## config.mk

```make
export PLATFORM = sky130hd
export DESIGN_NAME = branch_predict_control
export DESIGN_NICKNAME = d
export VERILOG_FILES = /design/src/rtl/branch_predict_control.sv
export SDC_FILE = /design/constraint.sdc
export NUM_CORES = 1
export LEC_CHECK = 0
export BUFFER_PORTS_ARGS = -buffer_cell sky130_fd_sc_hd__buf_2
export CAP_MARGIN = 15
export CORE_MARGIN = 2
export CORE_UTILIZATION = 35
export DETAILED_ROUTE_END_ITERATION = 6
export PLACE_DENSITY_LB_ADDON = 0.05
export SETUP_SLACK_MARGIN = 0.5
export SYNTH_ARGS = -nofsm -noshare
export SYNTH_HDL_FRONTEND = slang
export SYNTH_SLANG_ARGS = --single-unit
```

## constraint.sdc

```tcl
create_clock -name clk -period 5.3 [get_ports clk]
set_clock_uncertainty 0.2 [all_clocks]
set_input_delay 1.06 -clock clk [delete_from_list [all_inputs] [get_ports clk]]
set_output_delay 1.06 -clock clk [all_outputs]
set_load 0.02 [all_outputs]
```

## src/rtl/branch_predict_control.sv

```systemverilog
// ============================================================================
// branch_predict_control
//
// Branch direction predictor and resolver for the 2-byte-instruction pipeline.
// A direct-mapped table of 2-bit saturating counters, indexed by PC, supplies
// a taken/not-taken prediction to IF. The same block resolves the actual
// direction of BLT/BGT/BE/JMP in EX from the comparator result, flags a
// misprediction for the PC mux, and raises a registered one-cycle flush pulse
// that squashes the wrong-path instruction sitting in ID.
//
// Optional feature macro: BRANCH_STATS_EN
//   defined   -> 16-bit saturating branch/mispredict statistics counters
//   undefined -> branch_count and mispredict_count are tied to 16'h0000
//
// Ports:
//   clk               system clock
//   rst               synchronous active-high reset
//   stall             pipeline stall; blocks every state update
//   if_pc             PC of the instruction in IF
//   if_opcode         opcode of the instruction in IF
//   if_pred_taken     combinational prediction for the IF instruction
//   ex_valid          EX holds a real instruction
//   ex_pc             PC of the instruction in EX
//   ex_opcode         opcode of the instruction in EX
//   ex_cmp_result     GREATER=00, LESS=01, EQUAL=10, UNKNOWN=11
//   ex_pred_taken     prediction made for the EX instruction back in IF
//   ex_taken          resolved direction (combinational)
//   mispredict        redirect the PC this cycle (combinational)
//   redirect_fallthru when mispredict: 1 = ex_pc+2, 0 = branch target
//   flush_q           registered pulse one cycle after an accepted mispredict
//   branch_count      accepted conditional branches (feature-gated)
//   mispredict_count  accepted mispredictions (feature-gated)
// ============================================================================
module branch_predict_control #(
    parameter int         PC_W      = 16,
    parameter int         BHT_DEPTH = 16,
    parameter int         IDX_LSB   = 1,
    parameter logic [1:0] CNT_INIT  = 2'b01
) (
    input  logic            clk,
    input  logic            rst,
    input  logic            stall,
    input  logic [PC_W-1:0] if_pc,
    input  logic [3:0]      if_opcode,
    output logic            if_pred_taken,
    input  logic            ex_valid,
    input  logic [PC_W-1:0] ex_pc,
    input  logic [3:0]      ex_opcode,
    input  logic [1:0]      ex_cmp_result,
    input  logic            ex_pred_taken,
    output logic            ex_taken,
    output logic            mispredict,
    output logic            redirect_fallthru,
    output logic            flush_q,
    output logic [15:0]     branch_count,
    output logic [15:0]     mispredict_count
);

    localparam int IDX_W = (BHT_DEPTH > 1) ? $clog2(BHT_DEPTH) : 1;

    typedef enum logic [3:0] {
        OP_BLT = 4'b0100,
        OP_BGT = 4'b0101,
        OP_BE  = 4'b0110,
        OP_JMP = 4'b1100
    } opcode_e;

    typedef enum logic [1:0] {
        CMP_GREATER = 2'b00,
        CMP_LESS    = 2'b01,
        CMP_EQUAL   = 2'b10,
        CMP_UNKNOWN = 2'b11
    } cmp_e;

    // Parameter sanity: the table must be a power of two with at least two
    // entries, and the index field must fit inside the PC.
    if (BHT_DEPTH < 2 || (BHT_DEPTH & (BHT_DEPTH - 1)) != 0) begin : g_bad_depth
        $error("branch_predict_control: BHT_DEPTH must be a power of two >= 2");
    end
    if (IDX_LSB + IDX_W > PC_W) begin : g_bad_index
        $error("branch_predict_control: index field exceeds PC width");
    end

    logic [1:0]       bht [BHT_DEPTH];
    logic [IDX_W-1:0] if_idx;
    logic [IDX_W-1:0] ex_idx;
    logic             ex_is_cond;
    logic             accept;
    logic [1:0]       cnt_cur;
    logic [1:0]       cnt_next;

    // Only the index slice of each PC matters here; the remaining bits are
    // folded into a sink so the unused-bit intent is explicit.
    logic unused_pc_bits;
    assign unused_pc_bits = ^{if_pc, ex_pc};

    assign if_idx = if_pc[IDX_LSB +: IDX_W];
    assign ex_idx = ex_pc[IDX_LSB +: IDX_W];

    // IF prediction. The table is read combinationally from the registered
    // array, so a same-cycle update from EX is never visible here until the
    // following cycle (read-old behaviour).
    always_comb begin
        if_pred_taken = 1'b0;
        case (if_opcode)
            OP_JMP:               if_pred_taken = 1'b1;
            OP_BLT, OP_BGT, OP_BE: if_pred_taken = bht[if_idx][1];
            default:              if_pred_taken = 1'b0;
        endcase
    end

    // EX resolution from the comparator. UNKNOWN never satisfies a
    // conditional branch, and a bubble in EX always resolves not-taken.
    always_comb begin
        ex_taken = 1'b0;
        if (ex_valid) begin
            case (ex_opcode)
                OP_BLT:  ex_taken = (ex_cmp_result == CMP_LESS);
                OP_BGT:  ex_taken = (ex_cmp_result == CMP_GREATER);
                OP_BE:   ex_taken = (ex_cmp_result == CMP_EQUAL);
                OP_JMP:  ex_taken = 1'b1;
                default: ex_taken = 1'b0;
            endcase
        end
    end

    always_comb begin
        ex_is_cond = 1'b0;
        case (ex_opcode)
            OP_BLT, OP_BGT, OP_BE: ex_is_cond = 1'b1;
            default:               ex_is_cond = 1'b0;
        endcase
    end

    // Mispredict is reported even while stalled so the PC mux sees it early;
    // it only takes effect on state once the stall drops.
    assign mispredict        = ex_valid & (ex_taken ^ ex_pred_taken);
    assign redirect_fallthru = mispredict & ~ex_taken;
    assign accept            = ex_valid & ~stall;

    // Saturating step of the addressed counter toward the resolved outcome.
    always_comb begin
        cnt_cur  = bht[ex_idx];
        cnt_next = cnt_cur;
        if (ex_taken) begin
            if (cnt_cur != 2'b11) begin
                cnt_next = cnt_cur + 2'b01;
            end
        end else begin
            if (cnt_cur != 2'b00) begin
                cnt_next = cnt_cur - 2'b01;
            end
        end
    end

    // Counter table. Reset wins over stall and over any concurrent update, so
    // a branch that sits in EX during reset is simply dropped.
    always_ff @(posedge clk) begin
        if (rst) begin
            for (int i = 0; i < BHT_DEPTH; i++) begin
                bht[i] <= CNT_INIT;
            end
        end else if (accept && ex_is_cond) begin
            bht[ex_idx] <= cnt_next;
        end
    end

    // Flush pulse: follows each accepted edge, and freezes during a stall so
    // a pending squash is not lost while ID is held.
    always_ff @(posedge clk) begin
        if (rst) begin
            flush_q <= 1'b0;
        end else if (!stall) begin
            flush_q <= accept & mispredict;
        end
    end

`ifdef BRANCH_STATS_EN
    logic [15:0] branch_cnt_q;
    logic [15:0] mispredict_cnt_q;

    // Statistics: both counters stick at all-ones rather than wrapping so a
    // long run never reports a misleadingly small figure.
    always_ff @(posedge clk) begin
        if (rst) begin
            branch_cnt_q     <= 16'h0000;
            mispredict_cnt_q <= 16'h0000;
        end else if (accept) begin
            if (ex_is_cond && branch_cnt_q != 16'hFFFF) begin
                branch_cnt_q <= branch_cnt_q + 16'h0001;
            end
            if (mispredict && mispredict_cnt_q != 16'hFFFF) begin
                mispredict_cnt_q <= mispredict_cnt_q + 16'h0001;
            end
        end
    end

    assign branch_count     = branch_cnt_q;
    assign mispredict_count = mispredict_cnt_q;
`else
    assign branch_count     = 16'h0000;
    assign mispredict_count = 16'h0000;
`endif

endmodule

```

======== Word-level counts from Yosys, hierarchy flattened ========
Memories as Yosys holds them, arrays and structs flattened.
Index checks and enable logic that the tools add are counted.
cells by class
  reduce and logical (&&, ||, !) cells .... 6
  bitwise logic cells ..................... 7
  add/sub/neg operators ................... 2
  multiplexer cells ....................... 15
  eq/ne operators ......................... 11
operator list
  kind                   count
  $eq A4 B3 Y1 const B   6
  $eq A4 B4 Y1 const B   2
  $mux W1                8
  $mux W2                4
  $reduce_or A3 Y1       2
  $and A1 B1 Y1          4
  $mux W4                1
  $pmux W1 S4            1
  $add A2 B1 Y2 const B  1
  $eq A2 B1 Y1 const B   1
  $eq A2 B2 Y1 const B   1
  $logic_not A2 Y1       1
  $ne A2 B2 Y1 const B   1
  $not A1 Y1             2
  $pmux W1 S2            1
  $reduce_bool A2 Y1     1
  $reduce_or A2 Y1       1
  $sub A2 B1 Y2 const B  1
  $logic_and A1 B1 Y1    1
  $xor A1 B1 Y1          1
word-level totals
  word-level logic and storage cells ...... 43
  memories kept ........................... 1
  bits of input ports ..................... 47
  memory bits (writable) .................. 32
  register bits ........................... 1
memory list
  name  words  bits a word  rd ports  clocked after memory_dff  write ports  line  source
  bht   16     2            2         0                         16           84    logic [1:0] bht [BHT_DEPTH];

======== Logic depth before layout (Yosys ltp) ========
  depth in word-level cells ............... 9
  mapped depth ............................ 7
  depth with buffers taken out ............ 5

======== Worst setup path before layout ========
OpenSTA, ideal clock, no wires.
  path kind ............................... input -> output
  start point ............................. input ex_cmp_result[1]
  end point ............................... output mispredict
  setup slack ............................. 1.703 ns
  path buffers ............................ 0
  cell stages on the path ................. 5
  arrival ................................. 2.337 ns
  path through ............................ or3b_1 a211oi_2 o21bai_1 xor2_1 nor2b_1
on the way
  cells in the longest elaborated chain, start to end .. 5
RTL lines
  what                                  line  source
  start: declaration                    49    input logic [1:0] ex_cmp_result,
  $eq A2 B2 Y1 (tied with other cells)  120   OP_BE: ex_taken = (ex_cmp_result == CMP_EQUAL);
  $pmux W1 S4 *                         117   case (ex_opcode)
  $mux W1 *                             116   if (ex_valid) begin
  $xor A1 B1 Y1 *                       137   assign mispredict = ex_valid & (ex_taken ^ ex_pred_taken);
  $and A1 B1 Y1 *                       137
  end: declaration                      52    output logic mispredict,
Mark *: on every way between the ends. The rest lies on a longest branch, timed or not.

======== Final worst setup path ========
  start point ............................. input if_pc[1]
  end point ............................... output if_pred_taken
on the way
  cells in the longest elaborated chain, start to end .. 2
RTL lines
  what                line  source
  start: declaration  43    input logic [PC_W-1:0] if_pc,
  $mem_v2 Z16 W2      n/a
  $pmux W1 S2         105   case (if_opcode)
  end: declaration    45    output logic if_pred_taken,
No other way between the ends.

==> reports/qor.tcl <==
set qor(total_leakage_power_nw) 0.827
set qor(timing_worst_slew_pin_value_ns) 0.516
set qor(ctsHoldBuffers) 0
set qor(drt.antenna.violating_nets) 0
set qor(cts_setup_buffers) 0
set qor(required_ns) 4.04
set qor(design.final.nets) 269
set qor(whs_path_depth) 2
set qor(ys_types) 38
set qor(clkTransAtPathRegs_ns) 0.07
set qor(ys.warnings.count) 0
set qor(synth.cell_area_um2) 2260
set qor(number_of_drc_violations_after_detailed_routing) 0
set qor(final.setup.worst_slack_ns) 1.48
set qor(io_buffer_count) 27
set qor(dp.final_hpwl_mm) 3.46
set qor(avgViaCountPerCell) 4.94
set qor(worstHoldPathType) {reg -> reg}
set qor(totalWireLength_mm) 4.69
set qor(routability_congestion_estimate_from_global_placement) 0.803
set qor(die_outline_area_um2) 7110
set qor(regToRegEndpoint) {bht[3][1]}
set qor(min_period_over_period) 0.721
set qor(post_synth.cell_area_avg_um2) 11.5
set qor(drtIter0Drc) 76
set qor(post-route-cell-area_um2) 2390
set qor(final_core_utilization) 0.381
set qor(cap_viol_max_count) 0
set qor(starting_density) 0.360
set qor(run_status) {finished clean}
set qor(grt_pass1_vias) 1439
set qor(crit_path_start_kind) {input port}
set qor(root_buffer) {clkbuf_8}
set qor(maxSlewHeadroom) 0.655
set qor(detail_route.first_pass.iterations) 4
set qor(num-fill-cells) 628
set qor(io_pins) 84
set qor(dr_top_layer) {met4}
set qor(antenna_cells_inserted) 0
set qor(power_mw) 0.572
set qor(crit_path_end_kind) {output port}
set qor(met2WireLength_mm) 2.38
set qor(power_per_cell_area_nw_per_um2) 239
set qor(die_height_um) 84.3
set qor(total_length_of_routed_met3_wires_um) 317
set qor(dieWidth_um) 84.3
set qor(grt_antenna_before_repair) 0
set qor(drt-met1-wl_mm) 1.93
set qor(ys_seq_area_frac) 0.435
set qor(timing_max_transition_violations_final) 0
set qor(dr_total_vias) 1482
set qor(drive_gt1_frac) 0.372
set qor(timing.reg2reg.setup_slack_ns) 3.04
set qor(tritoncts.num_buffers) 5
set qor(areaGrowthSynthToFinish_pct) 5.93
set qor(detailed_place.area_um2) 2310
set qor(clock_sinks) 33
set qor(ctsHtreeMaxLevel) 2
set qor(setup-tns-final_ns) 0
set qor(worstReg2RegStart) {bht[0][1]}
set qor(critical_path.max_fanout) 4
set qor(ys_seq_elements) 33
set qor(post-place-ws_ns) 1.47
set qor(overflow) 0
set qor(critPathKind) {in -> out}
set qor(critical_path_arrival_ns) 2.56
set qor(placeable_area_um2) 6280
set qor(largest_net_degree_at_the_start_of_global_routing) 20
set qor(max_clock_freq_mhz) 262
set qor(grt_usage) 0.137
set qor(tritoncts) {done}
set qor(syn_inst) 197
set qor(whs_endpoint) {flush_q}
set qor(final_hold_viol_count) 0
set qor(cts_repair_resize_count) 0
set qor(insertion_delay_ns) 0.28
set qor(largest_voltage_drop_on_the_vdd_net_uv) 124
set qor(period_needed_ns) 3.82
set qor(timing.reg2reg.worst_path_depth) 5
set qor(hold_path.startpoint) {flush_q}
set qor(clockBufferDepth) 2
set qor(setup-violations-final) 0
set qor(std_cell_rows) 29
set qor(unrepaired_setup_endpoints_after_global_routing) {false}
set qor(grt_first_pass_wirelength_mm) 7.41
set qor(wl_per_cell_um) 15.6
## per-stage QoR
stage	hold WS, ns	std cells
floorplan	0.343	228
global placement	0.258	292
detailed placement	0.268	292
CTS	0.276	300
global route	0.320	300
finish	0.274	300
## worst max-delay path by stage
stage	end	slack (ns)	from
6_report	if_pred_taken	1.48	if_pc[1]
5_1_grt	mispredict	1.39	ex_cmp_result[1]
2_1_floorplan	mispredict	1.70	ex_cmp_result[1]
4_1_cts	if_pred_taken	1.47	if_pc[1]
3_5_place_dp	if_pred_taken	1.47	if_pc[1]
3_3_place_gp	if_pred_taken	1.46	if_pc[1]
## area by class of cell
type,instances,area [µm²],share of cell area
multi-input cells,154,1090,0.458
flip-flops and latches,33,981,0.410
repair buffers,27,135,0.0565
well taps,77,96.3,0.0403
clock buffers,8,80.1,0.0335
inverters,1,3.75,0.00157
## worst max-delay path: stages
cell,delay (ns)
buf_2,0.18
mux4_2,0.54
mux4_2,0.48
nor2_1,0.10
nor2_1,0.05
buf_2,0.15
## routing by layer
layer | global-route usage | up-vias
li1 | - | 693
met1 | 0.162 | 715
met2 | 0.243 | 67
met3 | 0.0354 | 7
met4 | 0.0440 | 0
met5 | 0 | -
## cells in the mapped netlist (all sizes together)
cell,n,area [µm²]
a211oi,1,12.5
a21oi,2,10.0
a22oi,1,7.51
and2b,1,7.51
and3,2,17.5
and4,1,11.3
buf,36,279
clkbuf,4,15.0
conb,1,3.75
dfxtp,1,20.0
edfxtp,32,961
inv,1,3.75
maj3,2,27.5
mux4,13,304
nand2,24,115
nand2b,2,12.5
nand3,3,15.0
nand3b,3,22.5
nand4,1,6.26
nor2,22,82.6
nor2b,3,18.8
nor3,16,130
nor4b,1,15.0
o21a,1,7.51
o21ai,1,5.00
o21bai,1,7.51
o22ai,1,6.26
or2,17,106
or3b,2,17.5
xor2,1,8.76
## sequential cells by signal, indices dropped and copies added (netlist names)
register / flops
bht: 32
flush_q: 1
## power breakdown
| group | switching, mW | internal, mW | total, mW |
|---|---|---|---|
| Sequential | 0.00250 | 0.290 | 0.293 |
| Clock | 0.0874 | 0.0933 | 0.181 |
| Combinational | 0.0661 | 0.0330 | 0.0991 |
| Total | 0.156 | 0.416 | 0.572 |
## cell families after synthesis
family,share of synthesized area
other,0.00166
buffers and inverters,0.132
multiplexers,0.135
XOR/XNOR,0.00388
AO/OA/AOI/OAI,0.0249
adder cells (fa/ha/maj),0.0122
AND/OR/NAND/NOR,0.256
flip-flops,0.435
## cell usage in the layout (no fill, tap or decap), types with 2 or more instances in the layout
master    count
a21oi_1       2
buf_2        27
clkbuf_1      3
clkbuf_8      5
conb_1       32
edfxtp_1     32
maj3_4        2
mux4_1        3
mux4_2       10
nand2_1      14
nand2_2      10
nand2b_1      2
nand3_1       3
nand3b_1      3
nor2_1       22
nor2b_1       3
nor3_1        6
nor3_2       10
or2_1         3
or2_2        14
Note: power is estimated with default switching activity, not from simulation.
